[src/rtl/intr_ctrl.sv]
// Interrupt controller: latches rising source edges into pending bits and requests the CPU for the
// highest-priority enabled source. Request rises 2 cycles after a sampled source edge; a four-phase ack clears it.
module intr_ctrl #(
    parameter int NUM_SRC = 4,
    parameter int CAUSE_W = 4
) (
    input  logic               clk,
    input  logic               reset_n,
    input  logic [NUM_SRC-1:0] src,
    input  logic [NUM_SRC-1:0] mask,
    input  logic               ack,
    input  logic               clr_ovf,
    output logic               intr_req,
    output logic [CAUSE_W-1:0] intr_cause,
    output logic [NUM_SRC-1:0] pending,
    output logic [NUM_SRC-1:0] overflow
);

    typedef enum logic [1:0] {
        IDLE     = 2'd0,
        REQ      = 2'd1,
        WAIT_LOW = 2'd2
    } state_t;

    state_t               state;
    logic [NUM_SRC-1:0]   src_q;
    logic [NUM_SRC-1:0]   src_edge;
    logic [NUM_SRC-1:0]   eligible;
    logic [NUM_SRC-1:0]   clr;
    logic [NUM_SRC-1:0]   ovf_set;
    logic [CAUSE_W-1:0]   sel;

    always_comb begin
        src_edge = src & ~src_q;
        eligible = pending & mask;
        sel      = '0;
        clr      = '0;
        // Scan high to low so the lowest eligible index wins.
        for (int i = NUM_SRC - 1; i >= 0; i--) begin
            if (eligible[i]) begin
                sel = CAUSE_W'(i);
            end
        end
        for (int i = 0; i < NUM_SRC; i++) begin
            clr[i] = (state == REQ) && ack && (intr_cause == CAUSE_W'(i));
        end
        // A new edge in the clear cycle re-arms the bit rather than overflowing it.
        ovf_set = src_edge & pending & ~clr;
    end

    always_ff @(posedge clk or negedge reset_n) begin
        if (!reset_n) begin
            src_q    <= '0;
            pending  <= '0;
            overflow <= '0;
        end else begin
            src_q    <= src;
            pending  <= (pending & ~clr) | src_edge;
            overflow <= (overflow & ~{NUM_SRC{clr_ovf}}) | ovf_set;
        end
    end

    always_ff @(posedge clk or negedge reset_n) begin
        if (!reset_n) begin
            state      <= IDLE;
            intr_req   <= 1'b0;
            intr_cause <= '0;
        end else begin
            case (state)
                IDLE: begin
                    if ((eligible != '0) && !ack) begin
                        intr_cause <= sel;
                        intr_req   <= 1'b1;
                        state      <= REQ;
                    end
                end
                REQ: begin
                    // Cause stays frozen until the CPU acks, even if the source gets masked.
                    if (ack) begin
                        intr_req <= 1'b0;
                        state    <= WAIT_LOW;
                    end
                end
                WAIT_LOW: begin
                    if (!ack) begin
                        state <= IDLE;
                    end
                end
                default: begin
                    intr_req <= 1'b0;
                    state    <= IDLE;
                end
            endcase
        end
    end

endmodule
[config.mk]
export PLATFORM = sky130hd
export DESIGN_NAME = intr_ctrl
export DESIGN_NICKNAME = d
export VERILOG_FILES = /design/src/rtl/intr_ctrl.sv
export SDC_FILE = /design/constraint.sdc
export NUM_CORES = 1
export LEC_CHECK = 0
export CAP_MARGIN = 5
export CORE_UTILIZATION = 30
export DETAILED_ROUTE_END_ITERATION = 7
export DONT_BUFFER_PORTS = 1
export GPL_TIMING_DRIVEN = 0
export PLACE_DENSITY = 0.54
export SLEW_MARGIN = 15
export SYNTH_ARGS = -nofsm -noshare
export SYNTH_HDL_FRONTEND = slang
export SYNTH_SLANG_ARGS = --single-unit
[constraint.sdc]
create_clock -name clk -period 1.3 [get_ports clk]
set_input_delay 0.195 -clock clk [delete_from_list [all_inputs] [get_ports clk]]
set_output_delay 0.195 -clock clk [all_outputs]
set_load 0.05 [all_outputs]
Word-level counts from Yosys, hierarchy flattened
Index checks and enable logic that the tools add are counted.
Word-level totals
  register bits after elaboration: 19
  output and inout bits: 13
Cells by class
  equal/unequal tests: 8
  mux-type cells: 11
  bitwise logic cells: 12
  reductions and logical operators: 13
Operators with widths (number)
  bitwise AND 4 bit: 6
  2-to-1 mux 2 bit: 6
  inverter 4 bit: 3
  equality test 4 x 2 -> 1 bit, second input constant: 2
  OR 4 bit: 2
  logical AND 1 bit: 6
  != test 2 bit, second input constant: 3
  one-hot mux 2 bit (3 select lines): 1
  AND reduction 3 bit: 2
  equality test 4 x 1 -> 1 bit, second input constant: 1
  zero test 4 bit: 1
  2-to-1 mux 4 bit: 1
  nonzero test 4 bit: 1
  one-hot mux 1 bit (3 select lines): 1
  equality test 2 x 1 -> 1 bit, second input constant: 1
  equality test 2 bit, second input constant: 1
  zero test 2 bit: 1
  2-to-1 mux 1 bit: 2
  AND reduction 2 bit: 1
  zero test 1 bit: 1
  inverter 1 bit: 1

Depth between registers and ports, before layout
  depth after elaboration: 6
  mapped depth: 4

Least setup slack after synthesis
Ideal clock, no wire load.
  kind: flip-flop to flip-flop
  from: register pending[1]
  to: register intr_cause[0]
  setup time: 0.125 ns
  arrival: 1.331 ns
  setup slack: -0.156 ns
  stages on the path, launching flop included: 5
  path buffers: 0
  period minus slack after synthesis: 1.456 ns
  cell sequence: dfrtp_1 > a22oi_1 > nand2_2 > nand3_2 > mux2_4
Between the ends
  word-level cells in the longest chain between the ends: 4
  elaborated cells on any way between the ends: 6
  classes of those cells: 2 x mux; 1 x bitwise; 3 x reduce/logical
Ends and longest elaborated chain
  start, declared: RTL line 15  | output logic [NUM_SRC-1:0] pending,
  start signal, assigned: RTL line 58  | pending <= (pending & ~clr) | src_edge;
  bitwise AND 4 bit *: RTL line 35  | eligible = pending & mask;
  nonzero test 4 bit: RTL line 71  | if ((eligible != '0) && !ack) begin
  logical AND 1 bit: RTL line 71
  AND reduction 2 bit (no source line)
  end signal, assigned: RTL line 72  | intr_cause <= sel;
  end, declared: RTL line 14  | output logic [CAUSE_W-1:0] intr_cause,
Every way passes the cells marked *; elsewhere a longest branch is shown, timed or not.
A chain may end at the register's enable or synchronous reset.

Worst setup path in the final report
  from: register pending[3]
  to: register intr_cause[0]
Between the ends
  word-level cells in the longest chain between the ends: 5
  elaborated cells on any way between the ends: 8
  classes of those cells: 4 x mux; 1 x bitwise; 3 x reduce/logical
Ends and longest elaborated chain
  bitwise AND 4 bit *: RTL line 35
  2-to-1 mux 2 bit (3 in a row): RTL line 40  | if (eligible[i]) begin
  2-to-1 mux 4 bit: RTL line 40
Marks and branches as above.

==> qor.yml <==
crit_arrival_ns: 1.58
synthCells: 62
fin_hold_ws_ns: 0.0299
final_util: 0.399
placed_area_sq_um: 736
yosysWarnings: 0
drive_above_1_share: 0.276
n_antenna_cell: 0
finalSetupTns_ns: -0.0875
tightest_slew_ns: 0.750
cts_buffers: 3
hpwl_mm: 1.01
postRouteAntennaNets: 0
grt_antenna_before_repair: 0
crit_buf_inv: 0
cts.sinks: 17
max_freq_mhz: 721
die_y_um: 50.0
n_fill_cell: 210
cts_tree: "done"
layout_common_cells: "dfrtp_1, nand2_1, dlygate4sd3_1, inv_1, dfrtp_2"
nNetsFinal: 89
p_sw_frac: 0.441
synth_seq_cells: 17
maxSlewHeadroom: 0.499
cp_max_fo: 4
internal-power_uw: 872
fin_ws_ns: -0.0875
final_max_slew_viol_count: 0
cap_viol_max_count: 0
ir_drop_mv: 0.808
layout_commonest_cell: "dfrtp_1"
seq_area_frac_synth: 0.616
grt-ovfl-total: 0
stdcell_count: 104
fp.dieW_um: 50.0
p_switching_uw: 689
reg2reg_depth: 4
violations: "setup timing"
coreArea_sq_mm: 0.00219
crit_type: "flip-flop to flip-flop"
grt_max_degree: 18
power_density_mw_per_mm2: 1790
cp.depth: 4
status: "finished, violations left"
power_leakage_nw: 0.377
setup-violations-final: 1
p_clk_frac: 0.189
slowest_stage: "dfrtp_2"
drc: 0
cts-htree-levels: 1
cts-root-buf: "clkbuf_4"
slowest_delay_ns: 0.54
stdcell_area_sq_um: 873
top_layer_used: "met4"
wl_per_cell_um: 13.6
worstHoldPathType: "primary input to flip-flop"
period_minus_slack_ns: 1.39
grt_pass1_wl_mm: 2.52
clkTransAtPathRegs_ns: 0.10
vias: 493
wl_met2_um: 681
pwr-share-comb: 0.161
p_total_mw: 1.56
crit_chain: "a22oi_2 > nand2_2 > nand3_2 > mux2_4"
seq_power_share: 0.650
layout-area-overhead-vs-synth_pct: 26.4
routabilityCongestion: 0.715
wl_mm: 1.41
insertion_delay_ns: 0.30
hold_depth: 2
start_util: 0.315
rsz0062_at_grt: "true"
met1Wirelength_um: 568
dr.pass1.iters: 3
io_buffers: 0
boundaryPins: 25
hold_viol: 0
die_area_sq_mm: 0.00250
avgSynthCellArea_sq_um: 11.1
ys_types: 20
syn-cell-area_sq_um: 691
wl_met3_um: 111
rows: 17
crit_family: "flip-flops"
drtIter0Drc: 1
place_inst: 91
post-route-period-util: 1.07
grt_pass1_vias: 552
pre_cts_ws_ns: -0.141
clockBufferDepth: 2
fin_skew_ns: 0.00128
crit_required_ns: 1.49
end_kind: "flip-flop"
groute.usage.overall: 0.140
critPathLaunchType: "flip-flop"
vias_per_cell: 4.74
-- worst register-to-register path, delay by kind of cell, from the launching register on --
| family | cells | cell delay, ns |
|---|---|---|
| compound gates | 1 | 0.26 |
| flops | 1 | 0.54 |
| simple gates | 2 | 0.18 |
| mux | 1 | 0.29 |
-- cell type report --
class / count / area (sq um) / area share
well taps: 28 / 35.0 / 0.0401
clock buffers: 4 / 26.3 / 0.0301
repair buffers: 9 / 85.1 / 0.0974
inverters: 6 / 22.5 / 0.0258
flip-flops and latches: 17 / 433 / 0.496
plain buffers: 2 / 15.0 / 0.0172
multi-input cells: 38 / 256 / 0.294
-- power by group through the flow --
stage | registers, mW | logic, mW | clock network (mW)
6_report | 1.02 | 0.251 | 0.295
5_1_grt | 1.03 | 0.286 | 0.323
4_1_cts | 1.02 | 0.241 | 0.297
3_5_place_dp | 1.01 | 0.197 | 0
3_3_place_gp | 1.01 | 0.195 | 0
2_1_floorplan | 0.981 | 0.171 | 0
-- flip-flops by register name (all words and copies together) (netlist names) --
register and flops:
intr_cause 2, intr_req 1, overflow 4, pending 4, src_q 4, state 2
-- cells in the mapped netlist (all sizes together) --
master / count / area share
inv: 6 / 0.033
dfrtp: 17 / 0.62
buf: 2 / 0.022
a21oi: 1 / 0.0072
mux2: 1 / 0.022
nor2: 1 / 0.0091
o21ai: 4 / 0.029
nor2b: 2 / 0.018
o41ai: 2 / 0.025
conb: 1 / 0.0054
a32oi: 1 / 0.013
o21a: 3 / 0.033
nand2b: 4 / 0.036
a22oi: 2 / 0.022
nand3: 2 / 0.022
nand2: 9 / 0.053
o22ai: 4 / 0.036
-- layer usage --
metal,vias up,global-route usage
met5,-,0
met4,0,0.100
met3,5,0.0586
met2,14,0.224
met1,235,0.146
li1,239,-
-- timing repair --
item,CTS,global route
setup buffers,0,2
hold endpoints to repair,25,1
setup endpoints to repair,9,4
resized for setup,5,0
hold buffers,6,1
pin swaps,0,2
-- kinds of logic after synthesis --
kind of cell	after synthesis	share of synthesized area
AO/OA/AOI/OAI	17	0.165
buffers and inverters	8	0.0543
flip-flops	17	0.616
multiplexers	1	0.0217
other	1	0.00543
AND/OR/NAND/NOR	18	0.138
-- path summary, 6_finish.rpt --
| kind | endpoint | from | slack (ns) |
|---|---|---|---|
| setup / recovery | intr_cause[0] | pending[3] | -0.09 |
| hold / removal | pending[1] | src[1] | 0.03 |
| setup reg to reg | intr_cause[0] | pending[3] | -0.09 |
| hold reg to reg | pending[1] | src_q[1] | 0.51 |
| max in group asynchronous | intr_cause[1] | reset_n | 0.39 |
| min in group asynchronous | overflow[3] | reset_n | 0.40 |
Note: power is estimated with default switching activity, not from simulation.
